[src/rtl/cpu_pkg.sv]
// Shared CPU definitions for operand forwarding: widths, operand-mux select codes,
// and the in-flight destination tracker entry.
package cpu_pkg;

  localparam int SEL_W = 3;
  localparam int RA_W  = 5;

  localparam logic [SEL_W-1:0] OPSEL_RF      = 3'd0;
  localparam logic [SEL_W-1:0] OPSEL_MEM_ALU = 3'd1;
  localparam logic [SEL_W-1:0] OPSEL_WB_ALU  = 3'd2;
  localparam logic [SEL_W-1:0] OPSEL_WB_LOAD = 3'd3;

  typedef struct packed {
    logic            v;
    logic            wreg;
    logic [RA_W-1:0] rd;
    logic            is_load;
  } trk_entry_t;

  localparam trk_entry_t TRK_BUBBLE = '{v: 1'b0, wreg: 1'b0, rd: 5'd0, is_load: 1'b0};

  // Register 0 is hard-wired, so a producer never forwards to it.
  function automatic logic entry_hits(input trk_entry_t e,
                                      input logic [RA_W-1:0] src,
                                      input logic src_used);
    return e.v & e.wreg & (e.rd == src) & (src != 5'd0) & src_used;
  endfunction

endpackage

[src/rtl/fwd_match.sv]
// Per-source forwarding decision against the EX/MEM/WB tracker entries.
// Bypass paths exist only when OPFWD_BYPASS_EN is defined; otherwise EX/MEM matches stall.
module fwd_match
  import cpu_pkg::*;
(
  input  logic [RA_W-1:0]  src,
  input  logic             src_used,
  input  trk_entry_t       ex_e,
  input  trk_entry_t       mem_e,
  input  trk_entry_t       wb_e,
  output logic [SEL_W-1:0] code,
  output logic             load_haz
);

  logic ex_hit;
  logic mem_hit;
  logic wb_hit;
  logic unused_is_load;

  assign ex_hit  = entry_hits(ex_e,  src, src_used);
  assign mem_hit = entry_hits(mem_e, src, src_used);
  assign wb_hit  = entry_hits(wb_e,  src, src_used);
  assign unused_is_load = ^{ex_e.is_load, mem_e.is_load, wb_e.is_load};

  // Youngest producer wins; a WB producer is covered by regfile write-through.
  always_comb begin
    code     = OPSEL_RF;
    load_haz = 1'b0;
`ifdef OPFWD_BYPASS_EN
    if (ex_hit) begin
      if (ex_e.is_load) begin
        load_haz = 1'b1;
      end else begin
        code = OPSEL_MEM_ALU;
      end
    end else if (mem_hit) begin
      if (mem_e.is_load) begin
        code = OPSEL_WB_LOAD;
      end else begin
        code = OPSEL_WB_ALU;
      end
    end else if (wb_hit) begin
      code = OPSEL_RF;
    end else begin
      code = OPSEL_RF;
    end
`else
    if (ex_hit || mem_hit) begin
      load_haz = 1'b1;
    end else if (wb_hit) begin
      code = OPSEL_RF;
    end else begin
      code = OPSEL_RF;
    end
`endif
  end

endmodule

[src/rtl/operand_fwd_ctrl.sv]
// Operand-forwarding controller: tracks EX/MEM/WB destinations and registers the EX operand
// mux selects. OPFWD_BYPASS_EN enables the bypass paths; undefined, every EX/MEM dependency stalls.
module operand_fwd_ctrl
  import cpu_pkg::*;
(
  input  logic             clk,
  input  logic             rst,
  input  logic             id_valid,
  input  logic [RA_W-1:0]  id_rs,
  input  logic [RA_W-1:0]  id_rt,
  input  logic             id_rs_used,
  input  logic             id_rt_used,
  input  logic             id_wreg,
  input  logic [RA_W-1:0]  id_rd,
  input  logic             id_is_load,
  input  logic             hold,
  input  logic             flush,
  output logic             stall,
  output logic [SEL_W-1:0] sel_a,
  output logic [SEL_W-1:0] sel_b
);

  trk_entry_t       ex_q,    ex_d;
  trk_entry_t       mem_q,   mem_d;
  trk_entry_t       wb_q,    wb_d;
  logic [SEL_W-1:0] sel_a_q, sel_a_d;
  logic [SEL_W-1:0] sel_b_q, sel_b_d;

  trk_entry_t       id_e;
  logic [SEL_W-1:0] code_a;
  logic [SEL_W-1:0] code_b;
  logic             haz_a;
  logic             haz_b;
  logic             stall_req;

  fwd_match u_match_rs (
    .src      (id_rs),
    .src_used (id_rs_used),
    .ex_e     (ex_q),
    .mem_e    (mem_q),
    .wb_e     (wb_q),
    .code     (code_a),
    .load_haz (haz_a)
  );

  fwd_match u_match_rt (
    .src      (id_rt),
    .src_used (id_rt_used),
    .ex_e     (ex_q),
    .mem_e    (mem_q),
    .wb_e     (wb_q),
    .code     (code_b),
    .load_haz (haz_b)
  );

  assign id_e = '{v: id_valid, wreg: id_wreg, rd: id_rd, is_load: id_is_load};

  assign stall_req = (haz_a | haz_b) & id_valid & ~flush & ~hold;
  assign stall     = stall_req;
  assign sel_a     = sel_a_q;
  assign sel_b     = sel_b_q;

  // Next state: hold freezes everything; flush/stall push a bubble while MEM/WB keep draining.
  always_comb begin
    ex_d    = ex_q;
    mem_d   = mem_q;
    wb_d    = wb_q;
    sel_a_d = sel_a_q;
    sel_b_d = sel_b_q;
    if (hold) begin
      ex_d = ex_q;
    end else begin
      mem_d = ex_q;
      wb_d  = mem_q;
      if (flush || stall_req) begin
        ex_d    = TRK_BUBBLE;
        sel_a_d = OPSEL_RF;
        sel_b_d = OPSEL_RF;
      end else if (id_valid) begin
        ex_d    = id_e;
        sel_a_d = code_a;
        sel_b_d = code_b;
      end else begin
        ex_d    = TRK_BUBBLE;
        sel_a_d = OPSEL_RF;
        sel_b_d = OPSEL_RF;
      end
    end
  end

  // Tracker and select registers.
  always_ff @(posedge clk or posedge rst) begin
    if (rst) begin
      ex_q    <= TRK_BUBBLE;
      mem_q   <= TRK_BUBBLE;
      wb_q    <= TRK_BUBBLE;
      sel_a_q <= OPSEL_RF;
      sel_b_q <= OPSEL_RF;
    end else begin
      ex_q    <= ex_d;
      mem_q   <= mem_d;
      wb_q    <= wb_d;
      sel_a_q <= sel_a_d;
      sel_b_q <= sel_b_d;
    end
  end

endmodule

[config.mk]
export PLATFORM = sky130hd
export DESIGN_NAME = operand_fwd_ctrl
export DESIGN_NICKNAME = d
export VERILOG_FILES = /design/src/rtl/cpu_pkg.sv /design/src/rtl/fwd_match.sv /design/src/rtl/operand_fwd_ctrl.sv
export SDC_FILE = /design/constraint.sdc
export NUM_CORES = 1
export LEC_CHECK = 0
export BUFFER_PORTS_ARGS = -buffer_cell sky130_fd_sc_hd__buf_2
export CORE_MARGIN = 5
export CORE_UTILIZATION = 48
export CTS_CLUSTER_SIZE = 20
export DETAILED_ROUTE_END_ITERATION = 8
export PLACE_DENSITY = 0.85
export SYNTH_ARGS = -nofsm -noshare
export SYNTH_HDL_FRONTEND = slang
export SYNTH_SLANG_ARGS = --single-unit
[constraint.sdc]
create_clock -name clk -period 1.7 [get_ports clk]
set_input_delay 0.255 -clock clk [delete_from_list [all_inputs] [get_ports clk]]
set_output_delay 0.255 -clock clk [all_outputs]
set_load 0.02 [all_outputs]
* Yosys cells after proc, flatten, opt, wreduce, memory -nomap -nowiden
Cells that the tools add are included.
Operators by class: reduce and logical (&&, ||, !) cells 5, bitwise logic cells 20, equality and inequality tests 4, mux-type cells 4
Operator list (count):
- == test 5 bit | 4
- bitwise AND 1 bit | 17
- two-way mux 8 bit | 2
- nonzero test 5 bit | 2
- logical OR 1 bit | 3
- two-way mux 1 bit | 2
- inverter 1 bit | 2
- bitwise OR 1 bit | 1
Storage, ports and cells: output and inout bits 7, flip-flop bits (word level) 14, input bits 24

* Logic depth before layout (Yosys ltp)
Gate-level depths: netlist of run 1.
word-level depth 12, mapped depth 5

* Cells and area by module
From an unflattened synthesis of run 1, not the netlist that was laid out.
Unflattened totals: cells, all modules 111, area, all modules 1457.6 um^2
Modules (own cells, without submodules):
- operand_fwd_ctrl | times used 1, area each 1132.3 um^2, cells an instance 69
- fwd_match | times used 2, area each 162.7 um^2, cells an instance 21

* Worst setup path after synthesis of run 1
OpenSTA, ideal clock, no wires.
path kind reg-to-output, start point register ex_q[1] in the netlist's numbering, end point output stall, stages on the path, launching flop included 6, arrival time 1.407 ns, path buffers 0, path slack 0.038 ns, data required time 1.445 ns, path through dfrtp_1 > xnor2_1 > nand4_1 > o22ai_1 > a32oi_4 > nor2b_1
Between the ends: longest elaborated chain between the ends 10, elaborated cells between the ends (all ways) 16
RTL lines:
- from (decl) | line operand_fwd_ctrl.sv:23 | trk_entry_t ex_q, ex_d;
- from (signal assigned) | line operand_fwd_ctrl.sv:94 | ex_q <= TRK_BUBBLE;
- from (signal assigned) | line operand_fwd_ctrl.sv:100 | ex_q <= ex_d;
- == test 5 bit | line cpu_pkg.sv:26 | return e.v & e.wreg & (e.rd == src) & (src != 5'd0) & src_used;
- bitwise AND 1 bit (3 in series) | line cpu_pkg.sv:26
- logical OR 1 bit | line fwd_match.sv:48 | if (ex_hit || mem_hit) begin
- two-way mux 1 bit | line fwd_match.sv:48
- bitwise OR 1 bit * | line operand_fwd_ctrl.sv:58 | assign stall_req = (haz_a | haz_b) & id_valid & ~flush & ~hold;
- bitwise AND 1 bit * (3 in series) | line operand_fwd_ctrl.sv:58
- to (decl) | line operand_fwd_ctrl.sv:18 | output logic stall,
Mark *: on every way between the ends. The rest lies on a longest branch, timed or not.

* Worst setup path in the final report of run 1
Same ends and word-level chain as after synthesis.

==> results.yml, run 1 <==
grt:
  grt_first_pass_wirelength_um: 3070
  antenna_found_initial: 0
  grt_usage_pct: 15.3
  grt_max_degree: 16
  grt-ovfl-total: 0
  grt_pass1_vias: 706
worst_setup_path:
  crit_required_ns: 1.44
  crit_start: "ex_q[1]"
  reg2reg_depth: 6
  crit_path_start_kind: "flip-flop"
  cp-end-kind: "output port"
  slowest_stage: "dfrtp_2"
  crit_chain: "xnor2_2 > nand4_1 > o22ai_2 > a32oi_4 > nor2b_1 > buf_4"
  path_class: "reg2out"
  r2r-start: "ex_q[1]"
  crit_family: "flip-flops"
  crit_end: "stall"
  critPathBufInv: 1
  rrSetupSlack_ns: 0.09
  cp.depth: 6
  rr_endpoint: "ex_q[4]"
  worst_path_largest_cell_delay_ns: 0.45
  arrival_ns: 1.62
  worst-path-max-fanout: 4
finish:
  syn_to_final_growth_pct: 30.4
  post_route_cells_drive_above_1_share_pct: 51.9
  finalNetCount: 132
  multiInputGateArea_sq_um: 537
  final-seq-area_sq_um: 357
  postLayoutCellArea_sq_um: 1120
  finalNonFillerCells: 131
  antennaDiodeCount: 0
  num-fill-cells: 137
cts:
  clk_pin_slew_worst_paths_ns: 0.08
  clock_path_buffers: 2
  cts-root-buf: "clkbuf_4"
  clock_latency_ns: 0.27
  cts_htree_levels: 1
  cts-buffers-inserted: 3
  cts_tree: "yes"
  cts_sinks: 14
run:
  cap_viol_max_count: 0
drt:
  post_drt_wl_per_cell_um: 14.9
  drt-initial-drc-count: 7
  firstDrtPassIters: 4
  ant_nets: 0
  drc_errors: 0
  dr_total_vias: 665
  routed_wl_um: 1950
  viasPerCell: 5.08
placed_design:
  hpwlAfterDp_um: 1540
  dp_cells: 126
  port_buffers: 23
  place_congestion: 0.741
  placed_cell_area_sq_um: 1010
timing:
  fin_worst_skew_ns: 0.00397
  slew_headroom_pct: 65.4
  hold_viol: 0
  finalWorstSetupSlack_ns: -0.178
  rsz0062_at_grt: "true"
  hold-worst-slack_ns: 0.00447
  fmax_mhz: 533
  fin_crit_ns: 1.88
  setup_viol: 1
  tightestPinTransition_ns: 0.518
  slew_violations: 0
  min_period_over_period_pct: 110
pwr:
  p_int_uw: 538
  p_switching_uw: 205
  switching_share_pct: 27.6
  powerDensity_nw_per_um2: 662
  power_frac_seq_pct: 52.4
  combPwrFrac_pct: 23.8
  pwr-share-clk_pct: 23.9
  p_leak_nw: 0.478
  ir_drop_v: 0.000491
  totalPowerFinal_uw: 742
floorplanning:
  die_area_sq_um: 2740
  core.rowCount: 15
  fp.dieH_um: 52.3
  start_util_pct: 50.3
  core_area_sq_um: 1710
  die_x_um: 52.3
  pin_count: 31
logic_synthesis:
  synth-seq-cells: 14
  synth_top_family_by_area: "XOR/XNOR gates"
  synth_cells: 76
  synthXorXnorAreaFrac_pct: 20.4
  syn_area_sq_um: 860
  yosys.area_share.adder_pct: 0
  muxShareOfSynthArea_pct: 9.17
  synth_compound_area_share_pct: 13.5
  syn_avg_cell_area_sq_um: 11.3
  yosysWarnings: 0
  synthDistinctLibCells: 20
  synth_seq_area_share_pct: 40.8
  yosys.area_share.simple_pct: 9.17
outcome:
  violations: "setup timing"
  outcome: "complete, but fails checks"
min_path:
  min_path_type: "in2async"
## worst register-to-register path, delay by kind of cell (launching register included)
family	cells	cell delay [ns]
DFF	1	0.45
AOI/OAI and AO/OA	3	0.59
xor gates and xnor gates	1	0.14
and+or+nand+nor	1	0.13
buffers and inverters	1	0.18
## final cells by class
cell class                      instances  share of cell area (%)
Clock buffer                            3                    2.01
Sequential cell                        14                    31.8
Timing Repair Buffer                   30                    15.2
Multi-Input combinational cell         58                    47.9
Tap cell                               25                    2.79
Inverter                                1                   0.335
## placed cells by master, fill, tap and decap left out
cell,n
nor3b_1,1
dfrtp_1,9
nand2_1,1
nand4_1,4
conb_1,6
or4_1,1
nand3_1,4
inv_1,1
nor3_1,1
nor2_1,1
a32oi_4,1
nor2b_1,1
a32o_1,6
mux2_2,7
buf_4,8
o21a_1,1
dfrtp_2,5
o22ai_2,2
xnor2_1,13
buf_2,22
a22o_1,1
xnor2_2,7
clkbuf_4,3
## cell usage after synthesis (all sizes together)
master / count / area share [%]
o21a: 1 / 0.87
a32o: 6 / 7.0
nand2: 1 / 0.44
nand4: 4 / 2.9
buf: 6 / 5.2
nor3b: 1 / 0.87
inv: 1 / 0.44
or4: 1 / 0.87
mux2: 7 / 9.2
nor2b: 1 / 0.73
xnor2: 20 / 20
conb: 1 / 0.44
a22o: 1 / 1.0
o22ai: 2 / 1.5
nand3: 4 / 2.3
a32oi: 1 / 3.2
clkbuf: 2 / 0.87
nor3: 1 / 0.58
nor2: 1 / 0.44
dfrtp: 14 / 41
## how the worst min path moves through the flow
stage	startpoint	endpoint	slack (ns)	cells past startpoint
global route	rst	ex_q[3]	0.05	2
floorplan	rst	ex_q[1]	0.14	1
global placement	rst	ex_q[4]	0.30	2
finish	rst	mem_q[2]	0.004	2
CTS	rst	mem_q[2]	0.02	2
detailed placement	rst	ex_q[4]	0.31	2
## sequential cells by signal, summed over array words and instances (netlist names)
register	flops
ex_q	7
mem_q	7
## routing by layer
layer  share of wire, %  track usage (%)  vias up
li1                   -                -      327
met1                 43             19.1      318
met2                 52             27.7       20
met3                4.9             2.56        0
met4                  0             2.55        0
met5                  0                0        -
## logic make-up after synthesis
logic type             Yosys count
other                            1
buffers and inverters            9
AND/OR/NAND/NOR                 14
AO/OA/AOI/OAI                   11
XOR/XNOR                        20
multiplexers                     7
flip-flops                      14
## metrics by stage
step                TNS [ns]  worst slack (ns)  util [%]
finish                -0.178            -0.178      65.6
detailed placement    -0.230           -0.0385      59.1
floorplan                  0            0.0381         -
global placement     -0.0374           -0.0374      59.1
CTS                   -0.198            -0.198      62.7
global route          -0.247            -0.247      65.6
## power groups by stage
stage,registers [mW],clock network [mW],logic (mW)
6_report,0.389,0.177,0.176
2_1_floorplan,0.382,0,0.112
5_1_grt,0.393,0.194,0.192
3_3_place_gp,0.389,0,0.150
4_1_cts,0.384,0.185,0.164
3_5_place_dp,0.391,0,0.156
## timing repair
item	4_1_cts	5_1_grt
cloned	0	0
buffers inserted	2	0
gates resized for setup	5	10
hold buffers	0	0
pin swaps	5	6
setup endpoints to repair	7	7
(Power assumes the default switching activity.)
==> run 2: changes to the inputs <==
--- a/config.mk
+++ b/config.mk
@@ -7,9 +7,12 @@
 export LEC_CHECK = 0
 export BUFFER_PORTS_ARGS = -buffer_cell sky130_fd_sc_hd__buf_2
+export CELL_PAD_IN_SITES_DETAIL_PLACEMENT = 1
+export CELL_PAD_IN_SITES_GLOBAL_PLACEMENT = 2
+export CORE_ASPECT_RATIO = 2
 export CORE_MARGIN = 5
-export CORE_UTILIZATION = 48
+export CORE_UTILIZATION = 29
 export CTS_CLUSTER_SIZE = 20
 export DETAILED_ROUTE_END_ITERATION = 8
-export PLACE_DENSITY = 0.85
+export PLACE_DENSITY = 0.83
 export SYNTH_ARGS = -nofsm -noshare
 export SYNTH_HDL_FRONTEND = slang
==> constraint.sdc (replaced) <==
create_clock -name clk -period 1.7 [get_ports clk]
set_input_delay 0.085 -clock clk [delete_from_list [all_inputs] [get_ports clk]]
set_output_delay 0.085 -clock clk [all_outputs]
set_load 0.02 [all_outputs]
==> run 2 against run 1 <==
  * The run now ends clean
  * Routed wire length increased by 8.9%
  * Critical path depth unchanged
  * Clock-buffer cell count unchanged
==> results.yml, run 2 (synthesis results as in run 1) <==
drt:
  drc_errors: 0
  drt-initial-drc-count: 10
  viasPerCell: 5.11
  ant_nets: 0
  routed_wl_um: 2120
  firstDrtPassIters: 3
  post_drt_wl_per_cell_um: 15.7
  dr_total_vias: 690
floorplanning:
  start_util_pct: 29.6
  die_x_um: 48.5
  fp.dieH_um: 87.0
  pin_count: 31
  core_area_sq_um: 2910
  core.rowCount: 28
  die_area_sq_um: 4220
finish:
  final_common_cell: "buf_2"
  post-route-util_pct: 38.1
  num-fill-cells: 342
  finalNetCount: 131
  syn_to_final_growth_pct: 29.0
  postLayoutCellArea_sq_um: 1110
  post_route_cells_drive_above_1_share_pct: 44.8
  finalNonFillerCells: 135
  antennaDiodeCount: 0
  reg_top3: "ex_q x7, mem_q x7"
  final_cell_mix: "buf_2 (22), xnor2_1 (17), dfrtp_1 (11)"
pwr:
  power_frac_seq_pct: 47.7
  p_int_uw: 604
  ir_drop_v: 0.000537
  totalPowerFinal_uw: 808
  switching_share_pct: 25.3
  powerDensity_nw_per_um2: 729
  p_switching_uw: 204
  p_leak_nw: 0.466
  pwr-share-clk_pct: 31.4
  combPwrFrac_pct: 20.8
cts:
  cts_sinks: 14
  cts-buffers-inserted: 3
  cts_htree_levels: 1
  clk_pin_slew_worst_paths_ns: 0.05
  clock_path_buffers: 2
  cts-root-buf: "clkbuf_8"
  clock_latency_ns: 0.24
  cts_tree: "yes"
timing:
  setup_viol: 0
  tightestPinTransition_ns: 0.509
  fmax_mhz: 590
  fin_worst_skew_ns: 0.000817
  finalWorstSetupSlack_ns: 0.00492
  hold_viol: 0
  slew_headroom_pct: 66.1
  min_period_over_period_pct: 99.7
  slew_violations: 0
  fin_crit_ns: 1.70
  rsz0062_at_grt: "true"
placed_design:
  hpwlAfterDp_um: 1780
  placed_cell_area_sq_um: 986
  port_buffers: 23
  dp_cells: 127
  preCtsSetupSlack_ns: 0.0823
  place_congestion: 0.750
worst_setup_path:
  crit_required_ns: 1.62
  r2r-start: "ex_q[3]"
  cp-end-kind: "output port"
  worst-path-max-fanout: 4
  arrival_ns: 1.61
  crit_start: "ex_q[3]"
  path_class: "reg2out"
  crit_path_start_kind: "flip-flop"
grt:
  grt_pass1_vias: 801
  grt_max_degree: 16
  grt-ovfl-total: 0
  antenna_found_initial: 0
  grt_usage_pct: 10.7
  grt_first_pass_wirelength_um: 3530
min_path:
  min_from: "id_rd[4]"
  min_path_type: "in2reg"
outcome:
  outcome: "finished clean"
run:
  cap_viol_max_count: 0
==> run 2: cell count changes in the layout (fill, tap and decap cells not counted), sizes merged <==
cell	change
buf	-2
dlygate4sd3	+1
==> run 2: layer usage <==
metal  share of wire [%]  wire (um)  up-vias  GRT usage, %
met4                 2.1         45        0          6.13
met1                  34        715      342          9.70
met3                 4.3         91        4          1.89
li1                    -          -      324             -
met5                   0          0        -             0
met2                  60       1270       20          21.2
==> run 2: worst max-delay path: stages, from the launching register on <==
cell	delay [ns]
dfrtp_2	0.44
xnor2_1	0.17
nand4_1	0.13
o22ai_2	0.22
a32oi_4	0.13
nor2b_1	0.13
buf_4	0.15
==> run 2: path summary, 6_finish.rpt <==
| path | endpoint | slack [ns] | cells past startpoint |
|---|---|---|---|
| min in group asynchronous | mem_q[3] | 0.42 | 3 |
| hold / removal | ex_q[5] | 0.1 | 2 |
| setup reg to reg | ex_q[3] | 0.07 | 6 |
| hold reg to reg | mem_q[7] | 0.55 | 1 |
| setup / recovery | stall | 0.005 | 6 |
| max in group asynchronous | ex_q[4] | 0.91 | 3 |
==> run 2: stage by stage <==
step	hold WS [ns]	setup TNS (ns)
finish	0.0974	0
global route	0.0923	-0.115
CTS	0.0964	0
detailed placement	0.143	0
global placement	0.133	0
floorplan	-0.0258	0
==> run 2: final cells by class <==
class	count	area, sq um	area share (%)
Timing Repair Buffer	29	165	14.9
Clock buffer	3	41.3	3.72
Multi-Input combinational cell	58	507	45.7
Tap cell	30	37.5	3.39
Sequential cell	14	354	31.9
Inverter	1	3.75	0.339
==> run 2: repair_timing <==
| item | CTS | global route |
|---|---|---|
| endpoints found under the setup margin | 1 | 7 |
| hold endpoints to repair | 14 | 0 |
| pin swaps | 4 | 1 |
| hold buffers | 1 | 0 |
| gates resized for setup | 5 | 4 |
| buffers inserted | 3 | 1 |
==> run 2: power groups by stage <==
stage               Sequential, mW  Clock [mW]  Combinational (mW)
global route                 0.389       0.282               0.185
floorplan                    0.382           0               0.112
detailed placement           0.390           0               0.155
finish                       0.386       0.254               0.168
CTS                          0.385       0.266               0.165
global placement             0.389           0               0.150
==> run 3: changes to the inputs <==
- ABC_AREA: not set -> 1
- CORE_UTILIZATION: 29 -> 26
- PLACE_DENSITY: 0.83 -> 0.84
- SKIP_LAST_GASP: not set -> 1
==> run 3 against run 2 <==
  * Worst setup slack better by 0.10 ns
  * Maximum frequency increased by 6.3%
  * Clock-buffer cell count did not move
  * Final cell count up 76%
  * Clock power increased by 6%
  * Via count increased by 44%
  * Area after synthesis increased by 22%
  * Clock skew is 0.0033 ns higher
  * Flip-flop and latch count unchanged
  * Cell area increased by 16%
  * Combinational power is 6% higher
  * Routed wire length increased by 29%
  * Critical endpoint unchanged
  * Highest routed layer unchanged
==> results.yml, run 3 <==
floorplanning:
  die_x_um: 55.0
  die_area_sq_um: 5490
  core_area_sq_um: 3880
  core.rowCount: 32
  pin_count: 31
  fp.dieH_um: 99.9
  start_util_pct: 27.1
logic_synthesis:
  synth_common_cells: "nand2_1 (60), nor2_1 (16), dfrtp_1 (14)"
  syn_area_sq_um: 1050
  synth-seq-cells: 14
  synth-edff-count: 0
  synth_flop_cell: "dfrtp_1"
  synth_largest_area_cell: "dfrtp_1"
  yosysWarnings: 0
  synth_top_area_share_pct: 33.3
  synth_seq_area_share_pct: 33.3
  synthDistinctLibCells: 22
  syn_avg_cell_area_sq_um: 6.61
  synth_cells: 159
  yosysMostFrequentCell: "nand2_1"
  ys_top_cells_by_area: "dfrtp_1 (33%), nand2_1 (21%), nor2_1 (5.7%)"
  async_flop_share_pct: 100
timing:
  rsz0062_at_grt: "false"
  finalWorstSetupSlack_ns: 0.106
  hold_viol: 0
  slew_violations: 0
  fin_crit_ns: 1.59
  fmax_mhz: 627
  finalSetupTns_ns: 0
  tightestPinTransition_ns: 0.552
  hold-worst-slack_ns: 0.0815
  fin_worst_skew_ns: 0.00413
  slew_headroom_pct: 63.1
  setup_viol: 0
  min_period_over_period_pct: 93.8
worst_setup_path:
  worst-path-max-fanout: 6
  crit_path_start_kind: "flip-flop"
  worst_path_largest_cell_delay_ns: 0.42
  path_class: "reg2out"
  r2r-start: "mem_q[3]"
  crit_end: "stall"
  crit_required_ns: 1.62
  arrival_ns: 1.51
  reg2reg_depth: 8
  cp-end-kind: "output port"
  rr_endpoint: "ex_q[5]"
  crit_start: "mem_q[3]"
  rrSetupSlack_ns: 0.35
  slowest_stage: "dfrtp_1"
  crit_chain: "xor2_1 > nor2_1 > nand3_2 > nand2_2 > nand2_4 > a21boi_2 > buf_6"
drt:
  firstDrtPassIters: 3
  drt-initial-drc-count: 6
  viasPerCell: 4.19
  post_drt_wl_per_cell_um: 11.5
  dr_total_vias: 997
  drc_errors: 0
  ant_nets: 0
  routed_wl_um: 2730
cts:
  cts-buffers-inserted: 3
  cts_htree_levels: 1
  cts_tree: "yes"
  clk_pin_slew_worst_paths_ns: 0.06
  cts_sinks: 14
  clock_latency_ns: 0.25
  cts-root-buf: "clkbuf_8"
  clock_path_buffers: 2
run:
  cap_viol_max_count: 0
min_path:
  min_path_type: "in2reg"
finish:
  multiInputGateArea_sq_um: 579
  syn_to_final_growth_pct: 22.4
  final_cell_mix: "nand2_1 (60), buf_2 (22), nor2_1 (14), dfrtp_1 (14), inv_1 (13)"
  post_route_cells_drive_above_1_share_pct: 27.8
  reg_top3: "ex_q x7, mem_q x7"
  antennaDiodeCount: 0
  finalNetCount: 213
  final-seq-area_sq_um: 350
  final_common_cell: "nand2_1"
  num-fill-cells: 530
placed_design:
  place_congestion: 0.717
  port_buffers: 23
  preCtsSetupSlack_ns: 0.319
  hpwlAfterDp_um: 2300
pwr:
  p_leak_nw: 0.722
  ir_drop_v: 0.000512
  powerDensity_nw_per_um2: 642
grt:
  antenna_found_initial: 0
  grt-ovfl-total: 0
  grt_first_pass_wirelength_um: 4340
  grt_usage_pct: 10.9
  grt_max_degree: 21
  grt_pass1_vias: 998
outcome:
  outcome: "finished clean"
[run 3: layout make-up]
class,count,share of cell area [%]
well taps,51,4.96
repair buffers,28,12.5
inverters,24,7.00
clock buffers,3,3.21
flip-flops and latches,14,27.2
multi-input cells,118,45.0
[run 3: cell families (layout without fill, tap and decap cells)]
kind of cell    count (synthesis)  after routing  share of synthesized area, %
xor+xnor                        5              5                          4.17
flops                          14             14                          33.3
simple gates                   94             94                          40.5
buf+inv                        32             55                          13.8
other cells                     1              6                         0.357
compound gates                 13             13                          7.86
[run 3: critical path, delay by kind of cell, from the launching register on]
family	cells	cell delay (ns)
flip-flops	1	0.42
XOR/XNOR	1	0.19
AND/OR/NAND/NOR	4	0.37
buffers and inverters	1	0.13
AO/OA/AOI/OAI	1	0.15
[run 3: worst min path at each step]
stage,start,endpoint,slack [ns],depth (start not counted)
2_1_floorplan,rst,ex_q[1],-0.03,1
3_3_place_gp,rst,ex_q[5],0.16,2
3_5_place_dp,rst,ex_q[5],0.17,2
4_1_cts,id_rd[3],ex_q[4],0.08,3
5_1_grt,id_rd[2],ex_q[3],0.09,3
6_report,id_rd[1],ex_q[2],0.08,3
[run 3: routing by layer]
layer	global-route usage [%]	wire (um)
met1	11.1	990
met2	20.2	1560
met3	2.38	138
met4	3.93	41
met5	0	0
[run 3: where the power goes]
group          total, mW  leakage, nW  switching, mW  internal [mW]
Combinational      0.178        0.512          0.111         0.0670
Sequential         0.378        0.188         0.0220          0.356
Clock              0.269       0.0216          0.113          0.157
Total              0.825        0.722          0.246          0.579
[run 3: what timing repair did]
| action | CTS | global route |
|---|---|---|
| endpoints found under the setup margin | 0 | 1 |
| gates resized for setup | 0 | 5 |
| buffers inserted | 0 | 4 |
| endpoints found under the hold margin | 14 | 0 |
| hold buffers | 1 | 0 |
[run 3: stage by stage]
step / utilization, % / power, mW / instance area, sq um / cells
5_1_grt: 33.1 / 0.873 / 1290 / 238
4_1_cts: 32.1 / 0.831 / 1240 / 234
6_report: 33.1 / 0.825 / 1290 / 238
2_1_floorplan: - / 0.500 / 1070 / 164
3_5_place_dp: 30.7 / 0.556 / 1190 / 230
3_3_place_gp: 30.7 / 0.552 / 1190 / 230
